**src/rtl/front_end_pkg.sv**
```systemverilog
// Shared front-end definitions: instruction field layout, opcode classes
// and the issue controller state encoding.
package front_end_pkg;

    localparam int INSTR_W   = 16;
    localparam int REG_IDX_W = 3;

    localparam int OPC_LSB = 12;
    localparam int IMM_BIT = 11;
    localparam int RD_LSB  = 8;
    localparam int RS1_LSB = 5;
    localparam int RS2_LSB = 2;

    localparam logic [3:0] OP_NOP    = 4'h0;
    localparam logic [3:0] OP_STORE  = 4'hB;
    localparam logic [3:0] OP_BRANCH = 4'hC;
    localparam logic [3:0] OP_JUMP   = 4'hD;

    typedef enum logic {ST_RUN, ST_FLUSH} fsm_state_e;

    typedef struct packed {
        logic [3:0]           opc;
        logic                 imm;
        logic [REG_IDX_W-1:0] rd;
        logic [REG_IDX_W-1:0] rs1;
        logic [REG_IDX_W-1:0] rs2;
    } instr_t;

    function automatic instr_t unpack_instr(input logic [INSTR_W-1:0] w);
        instr_t f;
        f.opc = w[OPC_LSB +: 4];
        f.imm = w[IMM_BIT];
        f.rd  = w[RD_LSB  +: REG_IDX_W];
        f.rs1 = w[RS1_LSB +: REG_IDX_W];
        f.rs2 = w[RS2_LSB +: REG_IDX_W];
        return f;
    endfunction

    function automatic logic writes_rd(input logic [3:0] opc);
        return !(opc == OP_NOP || opc == OP_STORE || opc == OP_BRANCH || opc == OP_JUMP);
    endfunction

    function automatic logic uses_rs1(input logic [3:0] opc);
        return !(opc == OP_NOP || opc == OP_JUMP);
    endfunction

    function automatic logic uses_rs2(input logic [3:0] opc, input logic imm);
        return (!imm || opc == OP_STORE) && !(opc == OP_NOP || opc == OP_JUMP);
    endfunction

    function automatic logic is_ctl(input logic [3:0] opc);
        return opc == OP_BRANCH || opc == OP_JUMP;
    endfunction

endpackage

```
**src/rtl/issue_slot_check.sv**
```systemverilog
// Combinational hazard check for one issue slot against a busy vector and,
// optionally, the older instruction issuing alongside it.
module issue_slot_check
    import front_end_pkg::*;
#(
    parameter int NREGS = 8
) (
    input  logic [NREGS-1:0] busy,
    input  instr_t           instr,
    input  logic             prev_en,
    input  instr_t           prev,
    output logic             clean
);

    logic w, r1, r2, rd_src, rd_touch;
    logic busy_haz, prev_w, prev_ctl, pair_haz;

    always_comb begin
        w        = writes_rd(instr.opc);
        r1       = uses_rs1(instr.opc);
        r2       = uses_rs2(instr.opc, instr.imm);
        // STORE sources its data from the rd field
        rd_src   = (instr.opc == OP_STORE);
        rd_touch = w | rd_src;

        busy_haz = (r1 & busy[instr.rs1]) |
                   (r2 & busy[instr.rs2]) |
                   (rd_touch & busy[instr.rd]);

        prev_w   = prev_en & writes_rd(prev.opc);
        prev_ctl = prev_en & is_ctl(prev.opc);
        pair_haz = prev_ctl |
                   (prev_w & ((r1 & (instr.rs1 == prev.rd)) |
                              (r2 & (instr.rs2 == prev.rd)) |
                              (rd_touch & (instr.rd == prev.rd))));

        clean = !busy_haz && !pair_haz;
    end

endmodule

```
**src/rtl/dual_issue_scoreboard_ctrl.sv**
```systemverilog
// Dual-issue hazard controller: register busy scoreboard, in-order pair
// issue decision, branch-flush bubble sequencing and stall cycle counter.
module dual_issue_scoreboard_ctrl
    import front_end_pkg::*;
#(
    parameter int NREGS        = 8,
    parameter int FLUSH_CYCLES = 1,
    parameter int WB_BYPASS    = 1
) (
    input  logic                 clk,
    input  logic                 reset,
    input  logic                 in0_valid,
    input  logic [INSTR_W-1:0]   in0_instr,
    input  logic                 in1_valid,
    input  logic [INSTR_W-1:0]   in1_instr,
    input  logic                 is_branch_taken,
    input  logic                 wb0_valid,
    input  logic [REG_IDX_W-1:0] wb0_rd,
    input  logic                 wb1_valid,
    input  logic [REG_IDX_W-1:0] wb1_rd,
    output logic                 issue0,
    output logic                 issue1,
    output logic                 stall,
    output logic                 flush,
    output logic [NREGS-1:0]     busy_vec,
    output logic [15:0]          stall_cycles
);

    localparam int NUM_SLOTS = 2;

    fsm_state_e             state;
    logic [2:0]             flush_cnt;
    logic [NREGS-1:0]       wb_mask, set_mask, eff_busy;
    instr_t [NUM_SLOTS-1:0] slot_instr, slot_prev;
    logic [NUM_SLOTS-1:0]   slot_prev_en, slot_clean;
    logic                   run;

    assign slot_instr[0]   = unpack_instr(in0_instr);
    assign slot_instr[1]   = unpack_instr(in1_instr);
    assign slot_prev[0]    = '0;
    assign slot_prev_en[0] = 1'b0;
    // slot 1 can only issue alongside slot 0, so slot 0 is always its partner
    assign slot_prev[1]    = slot_instr[0];
    assign slot_prev_en[1] = 1'b1;

    always_comb begin
        wb_mask = '0;
        for (int r = 0; r < NREGS; r++)
            wb_mask[r] = (wb0_valid && wb0_rd == REG_IDX_W'(r)) ||
                         (wb1_valid && wb1_rd == REG_IDX_W'(r));
    end

    assign eff_busy = (WB_BYPASS != 0) ? (busy_vec & ~wb_mask) : busy_vec;

    for (genvar s = 0; s < NUM_SLOTS; s++) begin : g_slot
        issue_slot_check #(.NREGS(NREGS)) u_chk (
            .busy    (eff_busy),
            .instr   (slot_instr[s]),
            .prev_en (slot_prev_en[s]),
            .prev    (slot_prev[s]),
            .clean   (slot_clean[s])
        );
    end

    assign run    = (state == ST_RUN) && !is_branch_taken;
    assign issue0 = in0_valid && run && slot_clean[0];
    assign issue1 = issue0 && in1_valid && slot_clean[1];
    assign flush  = (state == ST_FLUSH) || is_branch_taken;
    assign stall  = !flush && ((in0_valid && !issue0) || (in1_valid && !issue1));

    always_comb begin
        set_mask = '0;
        for (int r = 0; r < NREGS; r++)
            set_mask[r] = (issue0 && writes_rd(slot_instr[0].opc) && slot_instr[0].rd == REG_IDX_W'(r)) ||
                          (issue1 && writes_rd(slot_instr[1].opc) && slot_instr[1].rd == REG_IDX_W'(r));
    end

    // set after clear: a new writer owns the register even if an old one retires now
    always_ff @(posedge clk or negedge reset) begin
        if (!reset) busy_vec <= '0;
        else        busy_vec <= (busy_vec & ~wb_mask) | set_mask;
    end

    always_ff @(posedge clk or negedge reset) begin
        if (!reset)                          stall_cycles <= '0;
        else if (stall && stall_cycles != 16'hFFFF) stall_cycles <= stall_cycles + 16'd1;
    end

    always_ff @(posedge clk or negedge reset) begin
        if (!reset) begin
            state     <= ST_RUN;
            flush_cnt <= '0;
        end else begin
            unique case (state)
                ST_RUN: begin
                    if (is_branch_taken) begin
                        state     <= ST_FLUSH;
                        flush_cnt <= 3'(FLUSH_CYCLES);
                    end
                end
                ST_FLUSH: begin
                    if (is_branch_taken) begin
                        flush_cnt <= 3'(FLUSH_CYCLES);
                    end else if (flush_cnt <= 3'd1) begin
                        state     <= ST_RUN;
                        flush_cnt <= '0;
                    end else begin
                        flush_cnt <= flush_cnt - 3'd1;
                    end
                end
                default: begin
                    state     <= ST_RUN;
                    flush_cnt <= '0;
                end
            endcase
        end
    end

endmodule

```
**config.mk**
```make
export PLATFORM = sky130hd
export DESIGN_NAME = dual_issue_scoreboard_ctrl
export DESIGN_NICKNAME = d
export VERILOG_FILES = /design/src/rtl/front_end_pkg.sv /design/src/rtl/issue_slot_check.sv /design/src/rtl/dual_issue_scoreboard_ctrl.sv
export SDC_FILE = /design/constraint.sdc
export NUM_CORES = 1
export LEC_CHECK = 0
export BUFFER_PORTS_ARGS = -buffer_cell sky130_fd_sc_hd__buf_2
export CORE_MARGIN = 5
export CORE_UTILIZATION = 35
export CTS_CLUSTER_DIAMETER = 60
export CTS_CLUSTER_SIZE = 10
export DETAILED_ROUTE_END_ITERATION = 12
export SYNTH_ARGS = -nofsm -noshare
export SYNTH_HDL_FRONTEND = slang
export SYNTH_HIERARCHICAL = 1
export SYNTH_SLANG_ARGS = --single-unit
```
**constraint.sdc**
```tcl
create_clock -name clk -period 3.46 [get_ports clk]
set_input_delay 0.346 -clock clk [delete_from_list [all_inputs] [get_ports clk]]
set_output_delay 0.346 -clock clk [all_outputs]
set_load 0.1 [all_outputs]
```
==> results of run 1 <==
## metal layers
metal / track usage [%] / part of all wire, % / wire length (microns)
met1: 19.3 / 45 / 2940
met5: 0 / 0 / 0
met2: 25.0 / 48 / 3120
met3: 3.67 / 6.7 / 436
met4: 2.65 / 0.75 / 49
## layout by cell type, fill, tap and decap left out, types with 5 or more instances in the layout
cell type                  instances
sky130_fd_sc_hd__nand4_1           8
sky130_fd_sc_hd__nand2_1          11
sky130_fd_sc_hd__dfrtp_1          22
sky130_fd_sc_hd__xor2_1           20
sky130_fd_sc_hd__nor2_1            8
sky130_fd_sc_hd__nand4b_1         13
sky130_fd_sc_hd__nand2b_1          5
sky130_fd_sc_hd__xnor2_1          13
sky130_fd_sc_hd__nand3_1          16
sky130_fd_sc_hd__or3_1             5
sky130_fd_sc_hd__buf_4             7
sky130_fd_sc_hd__dfrtp_2           6
sky130_fd_sc_hd__buf_2            66
sky130_fd_sc_hd__mux4_2            8
sky130_fd_sc_hd__a31oi_1           7
sky130_fd_sc_hd__conb_1           22
sky130_fd_sc_hd__inv_1            11
## synth_stat cells, types with 3 or more instances
cell type,n,area share [%]
sky130_fd_sc_hd__o221ai_1,4,1.4
sky130_fd_sc_hd__nor4_2,3,1.5
sky130_fd_sc_hd__nand4b_1,13,4.6
sky130_fd_sc_hd__o21ai_1,4,0.80
sky130_fd_sc_hd__nor2_1,8,1.2
sky130_fd_sc_hd__nand2_1,11,1.7
sky130_fd_sc_hd__a31oi_1,7,1.8
sky130_fd_sc_hd__nor3b_1,3,0.90
sky130_fd_sc_hd__mux2i_1,4,1.6
sky130_fd_sc_hd__nor3_1,4,0.80
sky130_fd_sc_hd__mux4_1,4,4.2
sky130_fd_sc_hd__a21oi_1,4,0.80
sky130_fd_sc_hd__mux4_2,8,7.2
sky130_fd_sc_hd__xnor2_1,13,4.6
sky130_fd_sc_hd__nand4_1,8,2.0
sky130_fd_sc_hd__xor2_1,20,7.0
sky130_fd_sc_hd__dfrtp_1,28,28
sky130_fd_sc_hd__inv_1,11,1.7
sky130_fd_sc_hd__ha_1,3,1.5
sky130_fd_sc_hd__or3_1,5,1.3
sky130_fd_sc_hd__nor4bb_1,4,1.6
sky130_fd_sc_hd__nand3_1,16,3.2
sky130_fd_sc_hd__nand2b_1,5,1.3
sky130_fd_sc_hd__nor4_1,4,1.0
sky130_fd_sc_hd__a21o_1,4,1.2
## power by group through the flow
| stage | clock network (uW) | logic (uW) | registers, uW |
|---|---|---|---|
| 2_1_floorplan | 0 | 230 | 779 |
| 3_3_place_gp | 0 | 743 | 446 |
| 3_5_place_dp | 0 | 749 | 447 |
| 4_1_cts | 260 | 752 | 441 |
| 5_1_grt | 277 | 790 | 452 |
| 6_report | 255 | 749 | 441 |
## final cells by class
cell class / count / share of cell area, %
clock buffers: 3 / 1.29
clock inverters: 1 / 0.940
well taps: 96 / 3.76
flip-flops and latches: 28 / 22.2
multi-input cells: 222 / 57.3
repair buffers: 75 / 13.2
inverters: 11 / 1.29
## sequential cells by signal (all words and copies together) (netlist names)
| signal | cells |
|---|---|
| stall_cycles | 16 |
| busy_vec | 8 |
| flush_cnt | 3 |
| state | 1 |
## logic make-up (layout without fill, tap and decap cells)
| family | after synthesis | count (layout) | share of synthesized area [%] |
|---|---|---|---|
| xor+xnor | 33 | 33 | 11.6 |
| simple gates | 101 | 101 | 28.0 |
| fa+ha+maj | 3 | 3 | 1.51 |
| mux | 19 | 19 | 14.4 |
| flops | 28 | 28 | 28.1 |
| other cells | 2 | 22 | 0.301 |
| compound gates | 44 | 44 | 13.9 |
| buf+inv | 13 | 90 | 2.16 |
## worst max-delay path by stage
| stage | endpoint | cells past startpoint |
|---|---|---|
| final | stall | 12 |
| after CTS | stall | 12 |
| after global placement | stall | 12 |
| after global routing | stall | 12 |
| after detailed placement | stall_cycles[6] | 13 |
| after floorplan | busy_vec[6] | 11 |
## metrics by stage
stage	util (%)	hold WS [ns]	setup WS [ns]
after floorplan	-	0.0504	0.00875
after global placement	45.3	0.393	0.00631
after detailed placement	45.3	0.401	-0.0671
after CTS	46.5	0.0973	0.186
after global routing	46.5	0.114	0.00456
final	46.5	0.0744	0.205
## repair_timing
item / 4_1_cts / 5_1_grt
hold endpoints to repair: 0 / 0
setup endpoints to repair: 1 / 0
resized for setup: 2 / 0
==> impl_metrics.csv, run 1 <==
group,metric,value,unit
synthesis,yosysWarnings,6,
drt,vias,2340,
global_routing,first_pass_grt_wire_length,10.8,mm
worst_hold_path,class_of_the_tightest_hold_or_removal_check,"in2async",
drt,viasPerCell,5.37,
setup_path,worst_path_max_delay_cell,"sky130_fd_sc_hd__mux4_1",
synthesis,synthesis.area,0.00249,sq mm
timing,post-route-period-util,94.1,%
setup_path,reg2reg_from,"busy_vec[2]",
power_and_ir_drop,net-switching-power,720,uW
finish,design_area,0.00319,sq mm
clocking,postCtsSetupBuffers,0,
power_and_ir_drop,total_power,1450,uW
finish,finalNonFillerCells,436,
power_and_ir_drop,power.density,453,mW/mm^2
power_and_ir_drop,swShare,49.8,%
synthesis,syn_inst,243,
timing,timing_hold_violations_final,0,
timing,post-route-min-period,3.26,ns
setup_path,arrival,2.91,ns
clocking,max-clock-path-buffers,2,
setup_path,worstPathRequired,3.11,ns
floorplan,initial_core_util,36.3,%
power_and_ir_drop,cell_internal_pwr,725,uW
placed_design,dpl.cell_count,432,
timing,maxSlewHeadroom,51.5,%
drt,drt_pre_antenna_iters,4,
setup_path,slowest_delay,0.52,ns
timing,rsz0062_at_grt,"no",
global_routing,first_global_vias,2275,
clocking,tritoncts_clock_tree,"done",
timing,totalNegativeSetupSlack,0,ns
timing,finClkSkew,0.00381,ns
synthesis,synth-edff-count,0,
setup_path,start_kind,"input port",
timing,fmax,307,MHz
finish,fin_nets,389,
power_and_ir_drop,seqPwrFrac,30.5,%
setup_path,reg2reg_slack,0.51,ns
finish,multi_input_area,0.00183,sq mm
setup_path,worst-setup-path-type,"in2out",
finish,layout.area.seq,708,sq um
clocking,tritoncts.num_buffers,3,
setup_path,crit_buf_inv,3,
timing,timing.final.max_slew_violations,0,
synthesis,synth.lib_cells_used.distinct,57,
power_and_ir_drop,share_comb_of_total_power,51.8,%
finish,area_delta_synth_final,28.2,%
power_and_ir_drop,total_leakage_power,0.00145,uW
floorplan,core.rowCount,30,
floorplan,die_w,94.4,microns
global_routing,grt_usage,14.8,%
finish,n_antenna_cell,0,
synthesis,postSynthRegisterBits,28,
synthesis,ys_seq_area_share,28.1,%
floorplan,io_pins,73,
clocking,cts-hold-fix-buffers,0,
synthesis,synth_async_sr_flop_share,100,%
finish,fillCellCount,680,
global_routing,global_route.overflow_total,0,
global_routing,grt_antenna_before_repair,0,
placed_design,hpwl,5.08,mm
power_and_ir_drop,ir_drop,507,uV
setup_path,path_common_cell,"sky130_fd_sc_hd__buf_2",
setup_path,cp-end-kind,"output port",
clocking,clock_insertion_delay_worst_skew,0.27,ns
setup_path,chain_of_cells_forming_the_critical_path,"buf_2, nor4bb_1, nor3b_2, mux4_1, mux2_2, o21ai_2, a31oi_1, a21oi_2, a21boi_1, o21bai_4, inv_1, buf_2",
setup_path,ff2ff_path_depth,11,
setup_path,regToRegEndpoint,"stall_cycles[6]",
synthesis,synthFlopType,"sky130_fd_sc_hd__dfrtp_1",
clocking,cts-root-buf,"sky130_fd_sc_hd__clkbuf_8",
drt,drt_drc_violations_left,0,
floorplan,design.core.area,0.00687,sq mm
floorplan,dieHeight,94.4,microns
clocking,cts_htree_levels,1,
setup_path,path_max_fanout,8,
setup_path,crit_path_start,"wb1_valid",
status,outcome,"completed",
drt,drt-wirelength-per-cell,15.0,microns
placed_design,gpl.final_weighted_congestion,0.856,
timing,final-setup-viol-count,0,
drt,initialDrtViolationCount,102,
drt,wirelength,6.54,mm
power_and_ir_drop,power_frac_clock,17.6,%
floorplan,die_area,0.00890,sq mm
placed_design,placed_area,0.00311,sq mm
timing,timing_worst_slew_pin_value,0.721,ns
clocking,cts_num_sinks,28,
setup_path,worst_path_dominant_cell_family,"multiplexers",
placed_design,placement.io_buffers,68,
synthesis,synth_area_per_cell,10.3,sq um
global_routing,grt_start_max_net_pins,29,
flow_run,cap_viol_max_count,0,
clocking,worst_setup_hold_path_clk_slew,0.09,ns
finish,post_route_cells_drive_above_1_share,34.4,%
drt,ant_nets,0,
(Power assumes the default switching activity.)
==> run 2, diff against run 1 <==
Settings changed: CORE_UTILIZATION 35 to 50, PLACE_DENSITY set to 0.78.
==> impl_metrics.csv, run 2 (synthesis results as in run 1) <==
group,metric,value,unit
status,outcome,"completed",
drt,ant_nets,0,
floorplan,dieHeight,80.6,microns
drt,drt_drc_violations_left,0,
global_routing,first_global_vias,2281,
power_and_ir_drop,cell_internal_pwr,653,uW
power_and_ir_drop,power_frac_clock,13.2,%
worst_hold_path,class_of_the_tightest_hold_or_removal_check,"in2async",
finish,top_regs,"stall_cycles (16), busy_vec (8), flush_cnt (3)",
finish,largest_register_ffs,16,
power_and_ir_drop,power.density,436,mW/mm^2
timing,final-setup-viol-count,0,
drt,drt-wirelength-per-cell,15.3,microns
drt,viasPerCell,5.69,
clocking,cts_htree_levels,1,
setup_path,arrival,2.96,ns
finish,final_common_cell,"sky130_fd_sc_hd__buf_2",
placed_design,placement.io_buffers,68,
finish,design_area,0.00314,sq mm
clocking,cts-hold-fix-buffers,0,
drt,initialDrtViolationCount,265,
finish,registers.top_by_ff_count,"stall_cycles",
drt,vias,2311,
clocking,cts_num_sinks,28,
global_routing,first_pass_grt_wire_length,10.4,mm
timing,maxSlewHeadroom,55.4,%
clocking,max-clock-path-buffers,2,
clocking,tritoncts_clock_tree,"done",
flow_run,cap_viol_max_count,0,
timing,timing.final.max_slew_violations,0,
floorplan,core.rowCount,25,
global_routing,grt_usage,20.1,%
power_and_ir_drop,share_comb_of_total_power,54.7,%
finish,final_util,65.5,%
clocking,tritoncts.num_buffers,3,
setup_path,reg2reg_slack,0.48,ns
setup_path,worst-setup-path-type,"in2out",
timing,totalNegativeSetupSlack,0,ns
placed_design,placed_area,0.00307,sq mm
floorplan,design.core.area,0.00479,sq mm
power_and_ir_drop,net-switching-power,714,uW
global_routing,grt_start_max_net_pins,29,
finish,area_delta_synth_final,25.9,%
finish,fin_nets,388,
clocking,cts-root-buf,"sky130_fd_sc_hd__clkbuf_8",
power_and_ir_drop,swShare,52.2,%
timing,post-route-period-util,95.5,%
timing,finClkSkew,0.00622,ns
drt,drt_pre_antenna_iters,4,
global_routing,grt_antenna_before_repair,0,
finish,layout.cells.most_common_list,"sky130_fd_sc_hd__buf_2, sky130_fd_sc_hd__dfrtp_1, sky130_fd_sc_hd__conb_1",
finish,post_route_cells_drive_above_1_share,34.5,%
clocking,worst_setup_hold_path_clk_slew,0.09,ns
floorplan,io_pins,73,
floorplan,die_area,0.00649,sq mm
global_routing,global_route.overflow_total,0,
floorplan,die_w,80.6,microns
timing,post-route-min-period,3.30,ns
timing,rsz0062_at_grt,"no",
timing,timing_worst_slew_pin_value,0.670,ns
finish,fillCellCount,420,
floorplan,initial_core_util,52.1,%
power_and_ir_drop,seqPwrFrac,32.1,%
placed_design,gpl.final_weighted_congestion,0.876,
drt,wirelength,6.19,mm
timing,whs,0.0682,ns
setup_path,worstPathRequired,3.11,ns
placed_design,hpwl,4.83,mm
timing,fmax,303,MHz
setup_path,start_kind,"input port",
timing,timing_hold_violations_final,0,
finish,n_antenna_cell,0,
power_and_ir_drop,ir_drop,758,uV
setup_path,cp-end-kind,"output port",
setup_path,path_max_fanout,7,
power_and_ir_drop,total_leakage_power,0.00143,uW
clocking,clock_insertion_delay_worst_skew,0.28,ns
[run 2: cell types whose count changed in the layout (fill, tap and decap cells not counted)]
cell | before | now
sky130_fd_sc_hd__bufinv_16 | 1 | 0
sky130_fd_sc_hd__nor4bb_1 | 4 | 3
sky130_fd_sc_hd__a311oi_2 | 0 | 1
sky130_fd_sc_hd__a311oi_1 | 2 | 1
sky130_fd_sc_hd__clkbuf_1 | 0 | 1
sky130_fd_sc_hd__buf_4 | 7 | 6
sky130_fd_sc_hd__nor4bb_2 | 0 | 1
[run 2: layout make-up]
type                    instances  area (sq um)  area share [%]
clock buffers                   4          45.0            1.44
multi-input cells             222          1840            58.8
flip-flops and latches         28           708            22.6
well taps                      67          83.8            2.67
inverters                      11          41.3            1.32
repair buffers                 74           415            13.2
[run 2: path summary, 6_finish.rpt]
check	startpoint	end	cells past startpoint
max	wb0_rd[0]	issue1	14
min	reset	stall_cycles[15]	1
max reg2reg	busy_vec[0]	stall_cycles[7]	12
min reg2reg	stall_cycles[15]	stall_cycles[15]	1
max in group asynchronous	reset	busy_vec[4]	1
min in group clk	is_branch_taken	flush_cnt[1]	2
[run 2: power by group through the flow]
stage	combinational, uW	clock, uW	sequential [uW]
after floorplan	230	0	779
after global placement	734	0	444
after detailed placement	746	0	445
after CTS	749	185	439
after global routing	792	199	451
final	747	180	439
[run 2: metrics by stage]
stage	total power, uW	worst slack (ns)	std cells
3_3_place_gp	1180	0.00997	402
2_1_floorplan	1010	0.00875	263
5_1_grt	1440	0.0146	406
6_report	1370	0.155	406
4_1_cts	1370	0.140	406
3_5_place_dp	1190	-0.155	402
[run 2: what timing repair did]
action,in CTS,in global routing
buffers inserted,0,0
resized for setup,3,1
setup endpoints to repair,1,1
[run 2: metal layers]
layer | share of wire (%) | wire length [microns] | track usage, %
met5 | 0 | 0 | 0
met4 | 1.7 | 106 | 5.57
met3 | 8.2 | 509 | 3.70
met2 | 47 | 2910 | 33.0
met1 | 43 | 2670 | 27.1
[run 2: worst max-delay path: stages]
cell	delay, ns
sky130_fd_sc_hd__buf_2	0.14
sky130_fd_sc_hd__nor2_1	0.18
sky130_fd_sc_hd__nand3_1	0.11
sky130_fd_sc_hd__o311ai_0	0.13
sky130_fd_sc_hd__buf_4	0.19
sky130_fd_sc_hd__inv_1	0.07
sky130_fd_sc_hd__mux4_1	0.49
sky130_fd_sc_hd__mux2_2	0.28
sky130_fd_sc_hd__o21ai_2	0.06
sky130_fd_sc_hd__a31oi_1	0.12
sky130_fd_sc_hd__a21oi_2	0.14
sky130_fd_sc_hd__and4bb_4	0.29
sky130_fd_sc_hd__and3_4	0.24
sky130_fd_sc_hd__buf_12	0.18
==> run 3, diff against run 2 <==
Settings changed: CORE_ASPECT_RATIO set to 0.9.
==> impl_metrics.csv, run 3 (synthesis results as in run 1) <==
group,metric,value,unit
setup_path,slowest_delay,0.44,ns
drt,drt_drc_violations_left,0,
setup_path,regToRegEndpoint,"busy_vec[4]",
timing,totalNegativeSetupSlack,0,ns
global_routing,global_route.overflow_total,0,
finish,layout.area.seq,708,sq um
finish,final_common_cell,"sky130_fd_sc_hd__buf_2",
setup_path,worst-setup-path-type,"in2out",
finish,largest_register_ffs,16,
timing,maxSlewHeadroom,55.8,%
timing,timing_worst_slew_pin_value,0.658,ns
setup_path,cp-end-kind,"output port",
floorplan,die_w,84.4,microns
floorplan,io_pins,73,
timing,post-route-period-util,93.7,%
placed_design,placement.io_buffers,68,
global_routing,grt_usage,18.6,%
floorplan,design.core.area,0.00483,sq mm
power_and_ir_drop,ir_drop,704,uV
finish,top_regs,"stall_cycles (16), busy_vec (8), flush_cnt (3)",
drt,wirelength,6.09,mm
worst_hold_path,class_of_the_tightest_hold_or_removal_check,"in2async",
finish,multi_input_area,0.00183,sq mm
drt,ant_nets,0,
clocking,cts_htree_levels,1,
setup_path,ff2ff_path_depth,13,
flow_run,cap_viol_max_count,0,
power_and_ir_drop,power.density,458,mW/mm^2
timing,finClkSkew,0.0125,ns
global_routing,first_pass_grt_wire_length,10.1,mm
status,outcome,"completed",
drt,vias,2304,
placed_design,gpl.final_weighted_congestion,0.829,
floorplan,die_area,0.00650,sq mm
timing,post-route-min-period,3.24,ns
power_and_ir_drop,total_leakage_power,0.00145,uW
placed_design,placed_area,0.00307,sq mm
floorplan,dieHeight,77.0,microns
finish,fillCellCount,416,
clocking,cts_num_sinks,28,
setup_path,start_kind,"input port",
finish,n_antenna_cell,0,
finish,fin_nets,389,
finish,layout.cells.most_common_list,"sky130_fd_sc_hd__buf_2, sky130_fd_sc_hd__dfrtp_1, sky130_fd_sc_hd__conb_1",
setup_path,reg2reg_from,"busy_vec[4]",
setup_path,crit_buf_inv,5,
drt,initialDrtViolationCount,267,
finish,design_area,0.00316,sq mm
clocking,tritoncts_clock_tree,"done",
clocking,clock_insertion_delay_worst_skew,0.29,ns
timing,timing.final.max_slew_violations,0,
timing,final-setup-viol-count,0,
setup_path,worst_path_dominant_cell_family,"buffers and inverters",
drt,drt-wirelength-per-cell,15.0,microns
clocking,cts-root-buf,"sky130_fd_sc_hd__clkbuf_8",
drt,drt_pre_antenna_iters,4,
setup_path,arrival,2.90,ns
setup_path,path_common_cell,"sky130_fd_sc_hd__buf_4",
setup_path,path_max_fanout,8,
clocking,max-clock-path-buffers,2,
global_routing,grt_antenna_before_repair,0,
global_routing,first_global_vias,2117,
timing,rsz0062_at_grt,"no",
finish,registers.top_by_ff_count,"stall_cycles",
timing,timing_hold_violations_final,0,
finish,post_route_cells_drive_above_1_share,34.4,%
clocking,tritoncts.num_buffers,3,
global_routing,grt_start_max_net_pins,29,
timing,fmax,309,MHz
setup_path,reg2reg_slack,0.57,ns
setup_path,worst_path_max_delay_cell,"sky130_fd_sc_hd__mux4_2",
setup_path,worstPathRequired,3.11,ns
setup_path,chain_of_cells_forming_the_critical_path,"buf_2, nand2_1, o311ai_0, buf_4, inv_1, buf_4, mux4_2, mux2i_1, a21o_1, a31oi_1, a21oi_2, and4bb_4, and3_4, buf_12",
finish,area_delta_synth_final,26.7,%
floorplan,initial_core_util,51.5,%
placed_design,hpwl,4.79,mm
clocking,worst_setup_hold_path_clk_slew,0.10,ns
finish,final_util,65.3,%
floorplan,core.rowCount,24,
drt,viasPerCell,5.69,
==> run 3: how the worst max path moves through the flow <==
stage / from / to / slack (ns) / cells past startpoint
after floorplan: busy_vec[6] / busy_vec[6] / 0.009 / 11
after global placement: wb1_valid / stall / 0.06 / 12
after detailed placement: wb1_valid / stall / -0.04 / 12
after CTS: wb1_rd[2] / stall / 0.20 / 14
after global routing: wb1_rd[2] / stall / 0.03 / 14
final: wb1_rd[2] / issue1 / 0.22 / 14
==> run 3: final cells by class <==
cell class	count	area share [%]
Clock buffer	3	1.31
Timing Repair Buffer	75	13.4
Clock inverter	1	0.952
Sequential cell	28	22.4
Inverter	11	1.31
Multi-Input combinational cell	222	58.0
Tap cell	65	2.58
==> run 3: where the power goes <==
part           switching [uW]  total (uW)  internal [uW]  leakage [uW]
clock network             106         261            155     0.0000357
registers                61.5         441            379      0.000352
logic                     554         745            191       0.00106
==> run 3: per-stage QoR <==
step | setup WS [ns] | cells | hold slack, ns | power [uW]
6_report | 0.219 | 405 | 0.0627 | 1450
5_1_grt | 0.0348 | 405 | 0.115 | 1520
4_1_cts | 0.200 | 405 | 0.0867 | 1450
3_5_place_dp | -0.0403 | 401 | 0.401 | 1190
3_3_place_gp | 0.0649 | 401 | 0.398 | 1180
2_1_floorplan | 0.00875 | 263 | 0.0504 | 1010
==> run 3: layer usage <==
| metal | wire (microns) | vias to the layer above | global-route usage [%] |
|---|---|---|---|
| li1 | - | 1137 | - |
| met4 | 36 | 0 | 2.53 |
| met5 | 0 | - | 0 |
| met2 | 2810 | 77 | 30.4 |
| met3 | 487 | 7 | 4.72 |
| met1 | 2760 | 1083 | 25.6 |
==> run 3: repair_timing <==
item,in CTS,in global routing
resized for setup,2,0
setup endpoints to repair,1,0
buffers inserted,0,0
hold buffers,0,0
